<file path="src/rtl/xbar_sched.sv">
// Purpose : round-robin scheduler sharing one xbar among NREQ requesters over a toggle handshake.
// Latency : grant -> rsp_valid = 1 issue + xbar delay + 2 sync + 1 capture cycles.
// Backpressure: one job in flight; RESP holds rsp_* until rsp_ready, no grants while busy.
// Optional watchdog: define XBAR_SCHED_TIMEOUT_EN to bound WAIT at TIMEOUT cycles (rsp_err=1).
module xbar_sched #(
  parameter  int NREQ    = 4,
  parameter  int TIMEOUT = 1024,
  parameter  int QW      = 32,
  parameter  int XH      = 4,
  parameter  int XW      = 4,
  localparam int IW      = (NREQ > 1) ? $clog2(NREQ) : 1
) (
  input  logic                             clk,
  input  logic                             rst,
  input  logic [NREQ-1:0]                  req_valid,
  output logic [NREQ-1:0]                  req_ready,
  input  logic [NREQ-1:0][XH-1:0][QW-1:0]  req_vec,
  output logic                             rsp_valid,
  input  logic                             rsp_ready,
  output logic [IW-1:0]                    rsp_id,
  output logic [XW-1:0][QW-1:0]            rsp_vec,
  output logic                             rsp_err,
  output logic [XH-1:0][QW-1:0]            xb_vec_o,
  input  logic [XW-1:0][QW-1:0]            xb_vec_i,
  output logic                             xb_valid_tg,
  input  logic                             xb_ready_tg,
  output logic                             busy
);

  // Elaboration-time guard on parameters that would break the rr arithmetic or the counter.
  if (NREQ < 2 || TIMEOUT < 1 || TIMEOUT > 65536) begin : g_bad_params
    $error("xbar_sched: need NREQ >= 2 and 1 <= TIMEOUT <= 65536");
  end

  typedef enum logic [1:0] {
    S_IDLE = 2'd0,
    S_WAIT = 2'd1,
    S_RESP = 2'd2
  } state_t;

  state_t                    r_state;
  logic [IW-1:0]             r_rr;
  logic                      r_sync1;
  logic                      r_rdy_s;
  logic                      r_valid_tg;
  logic [XH-1:0][QW-1:0]     r_xb_vec;
  logic [IW-1:0]             r_rsp_id;
  logic [XW-1:0][QW-1:0]     r_rsp_vec;
  logic                      r_rsp_valid;
  logic                      r_busy;
`ifdef XBAR_SCHED_TIMEOUT_EN
  logic                      r_rsp_err;
  logic [15:0]               r_cnt;
`endif

  logic                      w_quiet;
  logic                      w_gnt_any;
  logic [IW-1:0]             w_gnt_idx;
  logic [IW-1:0]             w_cand;
  logic                      w_fire;
  logic [IW-1:0]             w_rr_next;

  // The xbar has no job outstanding when its completion toggle has caught up with ours.
  assign w_quiet = (r_rdy_s == r_valid_tg);

  // Round-robin search: first valid requester at or after the pointer, wrapping.
  always_comb begin
    w_gnt_any = 1'b0;
    w_gnt_idx = '0;
    w_cand    = '0;
    for (int k = 0; k < NREQ; k++) begin
      w_cand = IW'((int'(r_rr) + k) % NREQ);
      if (!w_gnt_any && req_valid[w_cand]) begin
        w_gnt_any = 1'b1;
        w_gnt_idx = w_cand;
      end
    end
  end

  // A grant needs an idle FSM, a requester and a quiescent xbar (blocks stale completions).
  assign w_fire    = (r_state == S_IDLE) && w_gnt_any && w_quiet && !rst;
  assign w_rr_next = (w_gnt_idx == IW'(NREQ - 1)) ? '0 : (w_gnt_idx + IW'(1));

  // One-hot accept strobe, high only in the grant cycle.
  always_comb begin
    req_ready = '0;
    for (int k = 0; k < NREQ; k++) begin
      req_ready[k] = w_fire && (w_gnt_idx == IW'(k));
    end
  end

  // Two-flop synchroniser for the asynchronous completion toggle.
  always_ff @(posedge clk) begin
    if (rst) begin
      r_sync1 <= 1'b0;
      r_rdy_s <= 1'b0;
    end else begin
      r_sync1 <= xb_ready_tg;
      r_rdy_s <= r_sync1;
    end
  end

  // Scheduler FSM with registered outputs: IDLE grants, WAIT tracks the xbar, RESP holds result.
  always_ff @(posedge clk) begin
    if (rst) begin
      r_state     <= S_IDLE;
      r_rr        <= '0;
      r_valid_tg  <= 1'b0;
      r_xb_vec    <= '0;
      r_rsp_id    <= '0;
      r_rsp_vec   <= '0;
      r_rsp_valid <= 1'b0;
      r_busy      <= 1'b0;
`ifdef XBAR_SCHED_TIMEOUT_EN
      r_rsp_err   <= 1'b0;
      r_cnt       <= '0;
`endif
    end else begin
      case (r_state)
        S_IDLE: begin
          if (w_fire) begin
            r_xb_vec   <= req_vec[w_gnt_idx];
            r_rsp_id   <= w_gnt_idx;
            r_valid_tg <= ~r_valid_tg;
            r_rr       <= w_rr_next;
            r_busy     <= 1'b1;
            r_state    <= S_WAIT;
`ifdef XBAR_SCHED_TIMEOUT_EN
            r_cnt      <= '0;
`endif
          end
        end
        S_WAIT: begin
          if (r_rdy_s == r_valid_tg) begin
            r_rsp_vec   <= xb_vec_i;
            r_rsp_valid <= 1'b1;
            r_state     <= S_RESP;
`ifdef XBAR_SCHED_TIMEOUT_EN
            r_rsp_err   <= 1'b0;
          end else if (r_cnt == 16'(TIMEOUT - 1)) begin
            // Give up on the xbar; its late toggle is later absorbed by the IDLE gate.
            r_rsp_vec   <= '0;
            r_rsp_err   <= 1'b1;
            r_rsp_valid <= 1'b1;
            r_state     <= S_RESP;
          end else begin
            r_cnt       <= r_cnt + 16'd1;
`endif
          end
        end
        S_RESP: begin
          if (rsp_ready) begin
            r_rsp_valid <= 1'b0;
            r_busy      <= 1'b0;
            r_state     <= S_IDLE;
          end
        end
        default: begin
          r_state <= S_IDLE;
        end
      endcase
    end
  end

  assign xb_vec_o    = r_xb_vec;
  assign xb_valid_tg = r_valid_tg;
  assign rsp_valid   = r_rsp_valid;
  assign rsp_id      = r_rsp_id;
  assign rsp_vec     = r_rsp_vec;
  assign busy        = r_busy;
`ifdef XBAR_SCHED_TIMEOUT_EN
  assign rsp_err     = r_rsp_err;
`else
  assign rsp_err     = 1'b0;
`endif

endmodule

</file>
<file path="config.mk">
export PLATFORM = sky130hd
export DESIGN_NAME = xbar_sched
export DESIGN_NICKNAME = d
export VERILOG_FILES = /design/src/rtl/xbar_sched.sv
export SDC_FILE = /design/constraint.sdc
export NUM_CORES = 1
export LEC_CHECK = 0
export ABC_CLOCK_PERIOD_IN_PS = 2350
export CAP_MARGIN = 15
export CORE_AREA = 5 5 351 353
export CTS_CLUSTER_SIZE = 20
export DETAILED_ROUTE_END_ITERATION = 16
export DIE_AREA = 0 0 356 358
export DONT_BUFFER_PORTS = 1
export PLACE_DENSITY = 0.33
export SKIP_LAST_GASP = 1
export SYNTH_ARGS = -nofsm -noshare
export SYNTH_HDL_FRONTEND = slang
export SYNTH_SLANG_ARGS = --single-unit
</file>
<file path="constraint.sdc">
create_clock -name clk -period 2.35 [get_ports clk]
set_input_delay 0.47 -clock clk [delete_from_list [all_inputs] [get_ports clk]]
set_output_delay 0.47 -clock clk [all_outputs]
set_load 0.03 [all_outputs]
</file>
==> run summary, run 1 <==
The run finished, with violations left. The final reports fail on negative hold slack, negative setup slack. The tree is rooted in a sky130_fd_sc_hd__clkbuf_16. The number of max-slew violations in the final report came out at 0. The most critical setup path has its endpoint at req_ready[3]. After layout, the design draws a total of 21.9 mW. For the routed via count, the log shows 10.9k. After detailed routing, the average wire length per cell comes to 25.7 um. Average cell area after synthesis: 9.63 sq um. For this run, design rule violations remaining after detail routing come to 0. The via density per instance was 3.58; the initial antenna violation count was 23. The routed design has 78500 um of wire.

For this design, the sink count on the clock tree is 267. The sum of net half-perimeters after detailed placement was 63600 um. The launching point of the worst reg2reg path is r_rr[1]. The via count of the first global-routing pass was 11.5k; the effective utilization at floorplan was 0.108. Residual overflow from global routing: 0. Tracing the worst setup path back leads to its startpoint at r_rr[1]. The fraction of the mapped netlist area in simple logic gates came out at 0.129.

The xor/xnor cell area share of the yosys netlist was 0.00193; the total of buffers placed on input and output ports was 0. Counting flops and latches in the post-synthesis netlist gives 267. The overall fraction of global-route tracks in use is 0.112, and the post-route clock period utilization is 1.09. The total standard cell area after synthesis came out at 0.0129 sq mm. The arithmetic-cell share of the synthesized area counting full adders, half adders and majority gates is 0.00387. Synthesis produced 1344 cells. The setup slack of the worst register-to-register path is 0.08 ns. Setup violations remaining at the end of the flow were counted as 4.

Summed over all cells, the static leakage comes to 6.62 nW. The post-route cell area was 0.0171 sq mm. The worst setup path is launched from a flop.

IR analysis of the VDD net gives a maximum drop of 538 uV. The multiplexer share of the synthesized area works out to 0.199. The die width works out to 356 um.

The core region is 0.119 sq mm. Clock latency on the worst-skew pair, taken at its later pin, is 0.58 ns. The cell that appears most often on the critical path is sky130_fd_sc_hd__buf_12.

The transition time of the tightest slew-check pin came out at 0.696 ns. Walking the worst path, the cells encountered are a21o_1, a21boi_2, o21ai_2, buf_12, clkinvlp_4, ha_4, and2_4, buf_12. In this run the remaining antenna-violating nets after routing total 0. The worst reg2reg path endpoint was xb_vec_o[18].

The hold violation total from the final report was 18. Category of the worst setup path capture point: an output port. The number of clock buffers added by TritonCTS is 39.

The worst max-slew margin expressed relative to the limit was 0.536; the top-level port count was 914. In this run the cell area measured after placement is 0.0153 sq mm. The tools report the reported max-cap violation count as 0. In this run the power density over the cells is 1280 mW/mm^2. The die covers 0.127 sq mm. The arrival time at the worst endpoint was 2.09 ns; the first-pass iteration count of the detailed router was 4.

The filler cells instantiated in the layout total 13.5k. The type of the most critical hold path was input pin to flop. The number of H-tree levels came out at 2. In this run the deepest clock path goes through 3 buffers.

The number of flops mapped to enable cells by yosys works out to 0. Row generation in the floorplan step produced 127 rows. The clock-pin slew reported for the worst setup and hold paths after clock tree synthesis was 0.05 ns. The number of DRC markers in iteration 0 was 525; the number of library cell types mapped by synthesis was 36.

The floorplan step set the die height to 358 um. The worst register-to-register path has a depth of 10. The post-synth net total was 1996; the yosys synthesis warning count was 0. Data on the critical path is required at its endpoint by 1.88 ns. TritonCTS built the clock tree.

The logs give 98800 um for the first-pass GRT wire length and 2057 for the final layout net count. The fraction of final layout cells with drive strength greater than 1 is 0.213, and the time the worst path needs with I/O delays and setup is 2.56 ns. The run gives -0.0362 ns as the tightest hold margin.

After synthesis, the largest family of logic cells by area is multiplexers. Derived from the worst setup path, the maximum achievable clock frequency is 390 MHz. Setup repair after global routing could not meet its margin everywhere. Type of the worst setup path: flop to output port. Routability-driven placement finished with a final weighted congestion of 0.841. For this run, the slowest stage of the critical path takes 0.33 ns. The tools report the final standard cell utilization of the core as 0.143.

Of all nets on the critical path, the largest fanout is 3. The smallest setup slack after layout came out at -0.214 ns. The share of async-settable or async-resettable flops after synthesis came out at 0. For this design, the slowest cell found on the critical path is sky130_fd_sc_hd__dfxtp_2. The largest clock skew in the final design was 0.0125 ns; the portion of the post-synthesis area used by sequential elements was 0.413.

Entering global routing, the biggest net connects 143 pins. The synthesized-area fraction occupied by ao, oa, aoi and oai cells is 0.197. Among all flip-flop cells after synthesis, the most frequent one is sky130_fd_sc_hd__dfxtp_1. The area overhead of the layout relative to synthesis was 32.4%.
## synthesized netlist by cell type (all sizes together) (2+ instances only)
library cell,number,area [sq um]
clkbuf,56,210
mux2i,257,2570
nand2,393,1480
inv,4,15.0
buf,61,504
o221ai,129,1820
o21ai,3,18.8
and2,4,25.0
dfxtp,267,5350
nand2b,3,18.8
nor2,7,26.3
xnor2,2,25.0
ha,4,50.1
or3,2,12.5
nor2b,5,31.3
a21oi,136,681
## per-layer routing
layer	global-route usage	up-vias	part of all wire
li1	-	4923	-
met1	0.127	5324	0.38
met2	0.192	579	0.49
met3	0.0496	86	0.10
met4	0.0283	10	0.021
met5	0	-	0.00080
## area by class of cell
class	count	area (sq um)	share of cell area
antenna	7	17.5	0.00102
sequential	267	5350	0.312
inverter	4	18.8	0.00110
clock buffer	56	1120	0.0654
clock inverter	11	124	0.00723
multi-input combinational	959	7030	0.410
timing repair buffer	134	1460	0.0851
tap	1612	2020	0.118
## stage by stage
stage               hold slack, ns  instances  worst slack, ns  TNS [ns]
floorplan                    0.414       1344           0.0631         0
global placement             0.429       2931           -0.446    -30.92
detailed placement           0.432       2931           -0.404    -21.13
CTS                         -0.104       3033           -0.346     -1.29
global route               -0.0860       3047           -0.350     -1.30
finish                     -0.0362       3050           -0.214    -0.798
## worst min-delay path by stage
stage / from / endpoint / depth (start not counted) / slack [ns]
2_1_floorplan: r_sync1 / r_rdy_s / 1 / 0.41
3_3_place_gp: r_sync1 / r_rdy_s / 1 / 0.43
3_5_place_dp: r_sync1 / r_rdy_s / 1 / 0.43
4_1_cts: rst / rsp_vec[5] / 1 / -0.10
5_1_grt: rst / rsp_vec[5] / 1 / -0.09
6_report: rst / rsp_vec[56] / 1 / -0.04
## critical path: cells and delay by family (launching register included)
| family | cells | cell delay, ns |
|---|---|---|
| DFF | 1 | 0.33 |
| and+or+nand+nor | 1 | 0.14 |
| adders and majority gates | 1 | 0.21 |
| AOI/OAI and AO/OA | 3 | 0.36 |
| buffers and inverters | 3 | 0.47 |
## sequential cells by signal, indices dropped and copies added, names as in the netlist, 2 cells and up
name,cells
r_rr,2
r_state,2
rsp_id,2
rsp_vec,128
xb_vec_o,128
## kinds of logic (layout without fill, tap and decap cells)
group | Yosys count | count (layout)
xor gates and xnor gates | 2 | 2
other | 1 | 8
buffers and inverters | 121 | 205
and+or+nand+nor | 420 | 423
AOI/OAI and AO/OA | 272 | 272
muxes | 257 | 257
DFF | 267 | 267
adders and majority gates | 4 | 4
## repair_timing
item / 4_1_cts / 5_1_grt
cloned: 1 / 3
gates resized for setup: 18 / 9
endpoints found under the hold margin: 138 / 113
pin swaps: 7 / 7
buffers inserted: 10 / 3
setup endpoints to repair: 78 / 29
hold buffers: 24 / 4
## placed cells by master, fill, tap and decap left out, types with 18 or more instances in the layout
master,Yosys,routed
sky130_fd_sc_hd__a21oi_1,136,135
sky130_fd_sc_hd__o221ai_2,110,110
sky130_fd_sc_hd__clkbuf_16,0,39
sky130_fd_sc_hd__o221ai_1,19,18
sky130_fd_sc_hd__buf_4,22,76
sky130_fd_sc_hd__dfxtp_1,267,264
sky130_fd_sc_hd__nand2_1,391,391
sky130_fd_sc_hd__buf_12,0,27
sky130_fd_sc_hd__dlygate4sd3_1,0,28
sky130_fd_sc_hd__mux2i_1,257,255
## power by group
part | leakage (nW) | switching, mW | internal (mW)
Combinational | 3.81 | 3.42 | 2.74
Sequential | 2.19 | 4.10 | 5.76
Clock | 0.611 | 2.41 | 3.44
Total | 6.62 | 9.93 | 11.9
Note: power is estimated with default switching activity, not from simulation.
==> run 2: changes to the inputs <==
--- a/config.mk
+++ b/config.mk
@@ -7,12 +7,15 @@
 export LEC_CHECK = 0
 export ABC_CLOCK_PERIOD_IN_PS = 2350
 export CAP_MARGIN = 15
-export CORE_AREA = 5 5 351 353
+export CELL_PAD_IN_SITES_DETAIL_PLACEMENT = 1
+export CELL_PAD_IN_SITES_GLOBAL_PLACEMENT = 2
+export CORE_AREA = 5 5 349 351
 export CTS_CLUSTER_SIZE = 20
 export DETAILED_ROUTE_END_ITERATION = 16
-export DIE_AREA = 0 0 356 358
+export DIE_AREA = 0 0 354 356
 export DONT_BUFFER_PORTS = 1
-export PLACE_DENSITY = 0.33
+export GPL_TIMING_DRIVEN = 0
+export PLACE_DENSITY = 0.31
 export SKIP_LAST_GASP = 1
 export SYNTH_ARGS = -nofsm -noshare
 export SYNTH_HDL_FRONTEND = slang
==> run 2 against run 1 <==
Compared with the run above: the run ends with negative setup slack left; combinational power is 6.2% higher; final area is 6.3% higher; register-to-register slack worse by 0.09 ns; critical path depth stayed put; critical endpoint unchanged; critical path type unchanged; power is 1.7% higher; final cell count is 1.9% higher; clock power is 4.3% higher.
==> run summary, run 2 (synthesized netlist as in run 1, its figures left out) <==
Using the TritonRoute via totals, the vias-per-cell ratio works out to 3.62. Type of the worst setup path: flop to output port. The initial antenna violation count came out at 14.

Clock root buffer: sky130_fd_sc_hd__clkbuf_16. The post-route clock period utilization works out to 1.07. Input and output buffers added on the ports amount to 0.

Following the worst setup path forward leads to its endpoint at req_ready[3]. The overall fraction of global-route tracks in use was 0.124; the switching fraction of total power was 0.457. The worst-path cell with the longest stage delay is sky130_fd_sc_hd__dfxtp_4. For the share of power burned in registers, the log shows 0.432. For the routed via count, the log shows 11.2k.

The effective utilization at floorplan was 0.109; the clock insertion delay at the later pin of the skew report was 0.58 ns. The dominant delay contributor by cell family on the critical path was flip-flops. The final standard cell utilization of the core was 0.153; the sum of net half-perimeters after detailed placement was 67300 um. Dividing the detail-routed wire length by the instance count gives 26.7 um. Before CTS, the worst setup slack after placement is -0.768 ns. Switching component of the power: 10.2 mW. Via count of the first global-routing pass: 12.6k.

The number of max-slew violations in the final report was 0. The tools report the worst reg2reg path endpoint as xb_vec_o[37]. The static power due to leakage was 6.69 nW.

The final reports fail on negative setup slack. The time the worst path needs with I/O delays and setup was 2.51 ns; the total placed instance area was 0.0149 sq mm. The share of total power in the clock network is 0.274. Across the whole layout, storage elements account for 0.00535 sq mm. The longest clock path from root to sink contains 3 buffers. The min-delay analysis places its worst path in the category input pin to flop. The delay contributed by the slowest stage of the critical path came out at 0.37 ns. The setup check on the worst reg-to-reg path leaves a slack of -0.01 ns. The die covers 0.126 sq mm. In this run the power density over the cells is 1220 mW/mm^2. The largest clock skew in the final design was 0.0168 ns; the worst max-slew margin expressed relative to the limit was 0.386. For the number of remaining DRC errors, the log shows 0. Together, buffers and inverters on the worst path number 3.

In the layout the commonest cells are sky130_fd_sc_hd__nand2_1, sky130_fd_sc_hd__dfxtp_1, sky130_fd_sc_hd__mux2i_1, sky130_fd_sc_hd__a21oi_1, sky130_fd_sc_hd__dlygate4sd3_1. Wires add up to 82900 um. 914 I/O pins were placed. Along the worst path, the maximum fanout reaches 5. The logs give 0.119 sq mm for the floorplan core area and 0 for the hold violation total from the final report. STA classifies the critical path startpoint as a flop. The most critical setup path has its startpoint at r_rr[0]. For the setup-violating endpoint count in the final report, the log shows 5. Traced cell by cell, the critical path runs through nor2b_1, o21ai_1, o221ai_1, buf_4, buf_12, inv_8, ha_4, and2_4. After routing the design area is 0.0182 sq mm. The clock net sink count was 267; the first-pass iteration count of the detailed router was 4. The worst-case IR drop observed on VDD is 400 uV. From bottom edge to top edge, the die measures 356 um.

The worst register-to-register path begins at r_rr[0]. The residual overflow from global routing is 0. The logs give 0 for the number of nets with antenna violations after routing and 333 for the number of DRC markers in iteration 0. The library cell used most frequently in the layout, excluding fill and tap cells, is sky130_fd_sc_hd__nand2_1.

The transition time of the tightest slew-check pin came out at 0.921 ns. In this run the core area contains 127 standard-cell rows. The internal portion of the total power is 12.1 mW. Across the run, the number of max-cap violations was 0. TritonCTS built the clock tree. The design draws 22.3 mW. Setup repair after global routing could not meet its margin everywhere. The total stage count of the critical path works out to 8.

At the worst endpoint, the required time is 1.88 ns. The arrival time at the worst endpoint came out at 2.04 ns. The flow ran to the end, but the final reports show violations. Maximum number of pins on one net before global-route repair: 11.

The H-tree was split into 2 levels. The first global-routing pass estimated 109000 um of wire. In this run, CTS created clock tree buffers numbering 40. The run gives -0.159 ns as the smallest setup slack after layout. The clock-pin slew reported for the worst setup and hold paths after clock tree synthesis came out at 0.06 ns. The net count of the finished layout is 2176. The layout has 13.7k filler cells.

Hold timing on the final database bottoms out at a slack of 0.0713 ns. For the area of the multi-input gates, the log shows 0.00732 sq mm. The number of cells on the worst reg-to-reg path is 9. The share of total power in combinational logic is 0.294, and the die width is 354 um. At the end of routability-driven placement, the weighted congestion stood at 0.838. The category of the worst setup path capture point is an output port. The tools report the highest clock rate as 399 MHz. The area overhead of the layout relative to synthesis was 40.7%; the fraction of final layout cells with drive strength greater than 1 was 0.224.
[run 2: cell count changes in the layout (fill, tap and decap cells not counted), moves of 4 or more]
cell	change
sky130_fd_sc_hd__buf_12	-21
sky130_fd_sc_hd__buf_2	+12
sky130_fd_sc_hd__buf_4	-46
sky130_fd_sc_hd__buf_6	+23
sky130_fd_sc_hd__buf_8	+5
sky130_fd_sc_hd__clkbuf_1	+45
sky130_fd_sc_hd__clkbuf_16	+4
sky130_fd_sc_hd__clkbuf_2	+8
sky130_fd_sc_hd__clkbuf_8	+5
sky130_fd_sc_hd__dlygate4sd3_1	+91
sky130_fd_sc_hd__mux2i_1	-65
sky130_fd_sc_hd__mux2i_2	+46
sky130_fd_sc_hd__mux2i_4	+19
[run 2: area by class of cell]
| type | instances | area share |
|---|---|---|
| Multi-Input combinational cell | 956 | 0.402 |
| Antenna cell | 6 | 0.000825 |
| Clock buffer | 61 | 0.0676 |
| Buffer | 116 | 0.0448 |
| Sequential cell | 267 | 0.294 |
| Timing Repair Buffer | 139 | 0.0785 |
| Tap cell | 1548 | 0.106 |
| Inverter | 4 | 0.00124 |
| Clock inverter | 12 | 0.00447 |
[run 2: per-stage QoR]
stage / setup TNS (ns) / instances
after detailed placement: -89.68 / 2894
after global routing: -4.40 / 3109
final: -0.527 / 3109
after global placement: -129.13 / 2892
after CTS: -0.816 / 3100
after floorplan: 0 / 1344
[run 2: worst min-delay path by stage]
stage	depth (start not counted)	start	slack, ns	endpoint
floorplan	1	r_sync1	0.41	r_rdy_s
global placement	1	r_sync1	0.44	r_rdy_s
detailed placement	1	r_sync1	0.43	r_rdy_s
CTS	2	xb_vec_i[125]	0.008	rsp_vec[125]
global route	2	xb_vec_i[125]	0.01	rsp_vec[125]
finish	2	xb_vec_i[117]	0.07	rsp_vec[117]
[run 2: timing repair]
action,4_1_cts,5_1_grt
setup buffers,14,1
gates cloned,1,2
hold endpoints to repair,119,0
resized for setup,97,52
endpoints found under the setup margin,242,88
hold buffers,119,0
pin swaps,4,1
[run 2: power groups by stage]
| stage | clock network [mW] | registers (mW) | logic [mW] |
|---|---|---|---|
| floorplan | 0 | 8.78 | 4.12 |
| global placement | 0 | 9.87 | 5.90 |
| detailed placement | 0 | 9.85 | 6.04 |
| CTS | 6.49 | 9.78 | 6.61 |
| global route | 6.64 | 9.80 | 7.23 |
| finish | 6.10 | 9.61 | 6.54 |
[run 2: per-layer routing]
layer / vias to the layer above / global-route usage / share of wire
li1: 5174 / - / -
met1: 5402 / 0.132 / 0.37
met2: 571 / 0.227 / 0.51
met3: 90 / 0.0541 / 0.10
met4: 6 / 0.0263 / 0.019
met5: - / 0 / 0.00042
==> run 3: changes to the inputs <==
--- a/config.mk
+++ b/config.mk
@@ -9,13 +9,13 @@
 export CAP_MARGIN = 15
 export CELL_PAD_IN_SITES_DETAIL_PLACEMENT = 1
 export CELL_PAD_IN_SITES_GLOBAL_PLACEMENT = 2
-export CORE_AREA = 5 5 349 351
+export CORE_AREA = 2 2 356 358
 export CTS_CLUSTER_SIZE = 20
 export DETAILED_ROUTE_END_ITERATION = 16
-export DIE_AREA = 0 0 354 356
+export DIE_AREA = 0 0 358 360
 export DONT_BUFFER_PORTS = 1
 export GPL_TIMING_DRIVEN = 0
-export PLACE_DENSITY = 0.31
+export PLACE_DENSITY = 0.3
 export SKIP_LAST_GASP = 1
 export SYNTH_ARGS = -nofsm -noshare
 export SYNTH_HDL_FRONTEND = slang
==> run 3 against run 2 <==
Compared with the run above: the flow still finishes with violations (negative setup slack); critical path depth fell by 3; worst setup slack better by 0.0068 ns; flip-flop and latch count unchanged; utilization increased by 0.83 points; final cell count is 4.7% higher; combinational power grew 21%; sequential share of layout area is 2.9 points lower; first-iteration DRC count increased by 2.4%; count of clock-buffer cells in the layout increased by 2; via count up 3.5%; die area increased by 2.3%; largest cell class unchanged.
==> run summary, run 3 (synthesized netlist as in run 1, its figures left out) <==
The flow ran to the end, but the final reports show violations. The checks that failed: negative setup slack. In this design, the largest share of critical-path delay is due to simple AND/OR/NAND/NOR gates. The first global-routing pass estimated 111000 um of wire. The fraction of final layout cells with drive strength greater than 1 is 0.294, and the sum of net half-perimeters after detailed placement is 70200 um.

The arrival time at the worst endpoint came out at 2.03 ns. Dividing the detail-routed wire length by the instance count gives 27.0 um. The routed design has 88000 um of wire. The run gives 11.6k as the routed via count. The switching component of the power came out at 10.8 mW. The via density per instance is 3.57.

Setup repair after global routing could not meet its margin everywhere. The logs give 0.104 for the effective utilization at floorplan and 0 for the number of max-slew violations in the final report. The run gives 1.88 ns as the required arrival time at the worst endpoint. The logs give 2215 for the final layout net count and 6 for the first-pass iteration count of the detailed router.

Across the run, the number of max-cap violations was 0. The completed layout was analyzed and its total power is 24.0 mW. The floorplan step set the die width to 358 um. In this run the vertical extent of the chip is 360 um.

Clock-pin slew was measured on the worst setup and hold paths at 0.06 ns. The worst max-slew margin expressed relative to the limit was 0.415. Area overhead of the layout relative to synthesis: 56.1%.

In this run the worst hold path is classified as input pin to flop. Setup-violating endpoint count in the final report: 16. Share of power burned in registers: 0.404. The clock insertion delay at the later pin of the skew report is 0.61 ns, and the buffer depth of the longest clock path is 3. The share of total power in the clock network is 0.266, and the delay contributed by the slowest stage of the critical path is 0.40 ns. The time the worst path needs with I/O delays and setup was 2.50 ns. The worst setup path is of the flop to output port kind.

TritonCTS built the clock tree. Startpoint class of the critical path: a flop. Summing all non-filler instances in the final layout gives an area of 0.0202 sq mm. Highest clock rate: 400 MHz.

The library cell used most frequently in the layout, excluding fill and tap cells, is sky130_fd_sc_hd__nand2_1. In the layout the commonest cells are sky130_fd_sc_hd__nand2_1, sky130_fd_sc_hd__dfxtp_1, sky130_fd_sc_hd__a21oi_1, sky130_fd_sc_hd__dlygate4sd3_1, sky130_fd_sc_hd__o221ai_2. The core region is 0.125 sq mm.

The run gives 12.9k as the via count of the first global-routing pass. The worst register-to-register path has a setup slack of -0.12 ns. The smallest setup slack after layout was -0.153 ns.

Traced cell by cell, the critical path runs through xnor2_4, nor4b_4, and2b_1, buf_6, and2_4. The logs give 0 for the hold violation total from the final report and 14.3k for the number of fill cells. The number of nets with antenna violations after routing was 0. The category of the worst setup path capture point was an output port. Port buffering added 0 buffers. The sum of buffers and inverters on the critical path is 1, and the share of total power in combinational logic is 0.330. The number of remaining DRC errors was 0; the initial antenna violation count was 19.

Hold is met by 0.0678 ns. The logs give 13.2 mW for the internal power of the cells and 0.127 for the overall fraction of global-route tracks in use. The worst-case IR drop observed on VDD is 465 uV. Switching fraction of total power: 0.449. In this run the worst path has a maximum fanout of 5. The routability-driven placement congestion ratio is 0.773. Clock skew on the completed layout was measured at 0.0306 ns. The detailed router finished its first iteration with 341 violations. The post-route clock period utilization works out to 1.06.

TritonCTS created 41 clock buffers. Entering global routing, the biggest net connects 12 pins. The H-tree was split into 2 levels.

At the pin with the least slew margin, the transition time is 0.878 ns. Worst-path cell with the longest stage delay: sky130_fd_sc_hd__dfxtp_4. Power per unit of standard cell area: 1190 mW/mm^2.

For this design the top-level I/O count stands at 914. The clock net sink count was 267; the total placed instance area was 0.0150 sq mm. The floorplan step defined a die boundary enclosing 0.129 sq mm. The logs give 0 for the residual overflow from global routing and 7.03 nW for the static power due to leakage. The cell sitting at the root of the clock tree is a sky130_fd_sc_hd__clkbuf_16.

The number of placement rows is 130.
[run 3: worst register-to-register path: stages, from the launching register on]
cell                       delay (ns)
sky130_fd_sc_hd__dfxtp_4         0.38
sky130_fd_sc_hd__nor2b_4         0.05
sky130_fd_sc_hd__a21oi_2         0.15
sky130_fd_sc_hd__o221ai_2        0.14
sky130_fd_sc_hd__buf_6           0.15
sky130_fd_sc_hd__buf_6           0.10
sky130_fd_sc_hd__buf_6           0.11
sky130_fd_sc_hd__buf_12          0.13
sky130_fd_sc_hd__buf_12          0.14
sky130_fd_sc_hd__buf_12          0.15
sky130_fd_sc_hd__buf_12          0.14
sky130_fd_sc_hd__buf_12          0.14
sky130_fd_sc_hd__buf_12          0.13
sky130_fd_sc_hd__buf_16          0.14
sky130_fd_sc_hd__mux2i_4         0.19
sky130_fd_sc_hd__o221ai_2        0.17
[run 3: metrics by stage]
stage               setup TNS [ns]  worst slack (ns)  std cells   util
detailed placement         -105.84             -1.10       2995  0.120
global route                -14.50            -0.286       3253  0.162
global placement           -146.46             -1.47       2994  0.120
CTS                          -4.05            -0.269       3220  0.150
floorplan                        0            0.0631       1344      -
finish                       -1.21            -0.153       3256  0.162
[run 3: final cells by class]
class / instances / area (sq um) / area share
Antenna cell: 12 / 30.0 / 0.00149
Inverter: 4 / 15.0 / 0.000743
Tap cell: 1650 / 2060 / 0.102
Clock buffer: 63 / 1230 / 0.0609
Multi-Input combinational cell: 956 / 8280 / 0.410
Timing Repair Buffer: 182 / 2130 / 0.106
Buffer: 111 / 958 / 0.0475
Sequential cell: 267 / 5350 / 0.265
Clock inverter: 11 / 131 / 0.00650
[run 3: worst paths after layout]
kind | startpoint | endpoint | depth (start not counted)
worst min register to register | r_sync1 | r_rdy_s | 1
worst max-delay path | xb_valid_tg | req_ready[3] | 5
worst max register to register | r_rr[0] | xb_vec_o[70] | 15
worst min-delay path | req_vec[469] | xb_vec_o[85] | 2
[run 3: timing repair]
action,in CTS,in global routing
hold buffers,129,0
gates resized for setup,170,219
endpoints found under the setup margin,245,147
buffers inserted,20,24
endpoints found under the hold margin,129,0
cloned,4,8
pin swaps,12,15
[run 3: metal layers]
layer  part of all wire  routed length (um)  GRT usage
met5            0.00065                  57          0
met4              0.047                4170     0.0685
met1               0.37               32600      0.133
met2               0.49               42700      0.216
met3              0.096                8450     0.0514
[run 3: power groups by stage]
| stage | Combinational [mW] | Sequential [mW] | Clock, mW |
|---|---|---|---|
| after floorplan | 4.12 | 8.78 | 0 |
| after global placement | 5.98 | 9.91 | 0 |
| after detailed placement | 6.12 | 9.89 | 0 |
| after CTS | 7.19 | 9.82 | 6.78 |
| after global routing | 8.66 | 9.85 | 6.91 |
| final | 7.93 | 9.71 | 6.39 |
==> edit: new RTL, settings of run 1 <==
`QW`: 32 -> 16.
--- a/src/rtl/xbar_sched.sv
+++ b/src/rtl/xbar_sched.sv
@@ -7,3 +7,3 @@
   parameter  int TIMEOUT = 1024,
-  parameter  int QW      = 32,
+  parameter  int QW      = 16,
   parameter  int XH      = 4,
Interface: changed (resized req_vec, rsp_vec, xb_vec_i and xb_vec_o); port bits go from 914 to 466. The function was not compared with the original's and may differ.
==> edit against run 1 <==
- the run ends with setup timing left
- sequential share of layout area shrank 3.7 points
- sequential cell count is 128 lower
- via count decreased by 42%
- combinational power down 50%
- highest routed layer unchanged
- synthesized area fell by 48%
- critical path type unchanged
- setup slack worse by 94 ps
- routed wire length shrank 52%
- cell area down 41%
- power decreased by 51%
- largest power group unchanged
- die area stayed put
==> edit: results (changes against run 1) <==
grt:
  grt_pass1_wl_mm: 50.2  # was 98.8 mm
  grt_antenna_before_repair: 16  # was 23
  grt_max_degree: 67  # was 143
  grtUsageTotal_pct: 5.81  # was 11.2%
  met2_usage_pct: 8.78  # was 19.2%
  use_met3_pct: 3.14  # was 4.96%
synth:
  synthDistinctLibCells: 41  # was 36
  synthXorXnorAreaFrac_pct: 0.261  # was 0.193%
  synth_compound_area_share_pct: 24.0  # was 19.7%
  synthCells: 784  # was 1344
  syn-num-nets: 1116  # was 1996
  netlist_top_cells_area: "dfxtp_1 41%, a21oi_1 9.6%, mux2_1 8.7%, a221o_1 8.6%, nand2_1 7.8%"  # was dfxtp_1 41%, mux2i_1 20%, o221ai_2 13%, nand2_1 11%, a21oi_1 5.3%
  synth_common_cells: "139 x dfxtp_1, 139 x nand2_1, 129 x a21oi_1"  # was 391 x nand2_1, 267 x dfxtp_1, 257 x mux2i_1
  synthAdderAreaFrac_pct: 0.746  # was 0.387%
placed_design:
  place_area_um2: 8850  # was 15300 um2
  place_ws_ps: -185  # was -404 ps
  placed_cells: 2355  # was 2931
  hpwlAfterDp_mm: 28.0  # was 63.6 mm
  gp_congestion: 0.813  # was 0.841
outcome:
  violations: "setup timing"  # was hold timing, setup timing
  status: "finished, violations left"  # unchanged
routing:
  via_count: 6340  # was 10.9k
  wl_per_cell_um: 15.4  # was 25.7 um
  drt_pass1_iterations: 5  # was 4
  met1_length_mm: 15.0  # was 30.1 mm
  wl_met3_mm: 4.24  # was 7.90 mm
  wl_met2_mm: 17.4  # was 38.8 mm
  wl_mm: 37.8  # was 78.5 mm
power_and_ir_drop:
  power.leakage_nw: 3.01  # was 6.62 nW
  switching_share_pct: 47.4  # was 45.4%
  p_clk_share_pct: 26.6  # was 26.7%
sta:
  worst_slack_ps: -308  # was -214 ps
  hold_slack_ps: 90.7  # was -36.2 ps
  maxSlewHeadroom_pct: 45.2  # was 53.6%
  setup_viol: 4  # unchanged
  fin_setup_tns_ps: -1130  # was -798 ps
setup_path:
  worstReg2RegEnd: "xb_vec_o[38]"  # was xb_vec_o[18]
  cpPeakStageDelay_ps: 490  # was 330 ps
  reg2reg_from: "r_rr[0]"  # was r_rr[1]
  cp_top_family: "simple AND/OR/NAND/NOR gates"  # was buffers and inverters
  r2r_slack_ps: 220  # was 80 ps
  crit_slowest_cell: "or4b_4"  # was dfxtp_2
  arrival_ps: 2190  # was 2090 ps
  reg2reg_depth: 8  # was 10
cells_and_area:
  final_net_count: 1151  # was 2057
cts:
  cts_buffer_depth: 2  # was 3
  cts_inserted_buffers: 17  # was 39
  worstSkewPairLatency_ps: 530  # was 580 ps
min_path:
  hold_path_end: "rsp_vec[46]"  # was rsp_vec[56]
==> edit: cell count changes after synthesis, sizes merged, moves of 8 or more <==
| cell | delta |
|---|---|
| a221o | +58 |
| o221ai | -123 |
| dfxtp | -128 |
| nand3b | +8 |
| nand2 | -253 |
| buf | -29 |
| mux2i | -245 |
| nand3 | +58 |
| mux2 | +58 |
| clkbuf | -12 |
| o21ai | +55 |
==> edit: final cells by class <==
cell class	instances	area [um2]
clock inverter	14	129
tap	1612	2020
timing repair buffer	92	1050
clock buffer	17	425
fill	14000	109000
multi-input combinational	567	3670
inverter	2	12.5
antenna	9	22.5
sequential	139	2790
==> edit: what timing repair did <==
| item | 4_1_cts | 5_1_grt |
|---|---|---|
| gates resized for setup | 24 | 2 |
| hold buffers | 51 | 0 |
| buffers inserted | 4 | 2 |
| pin swaps | 5 | 3 |
| hold endpoints to repair | 68 | 0 |
| endpoints found under the setup margin | 4 | 4 |
| gates cloned | 0 | 0 |
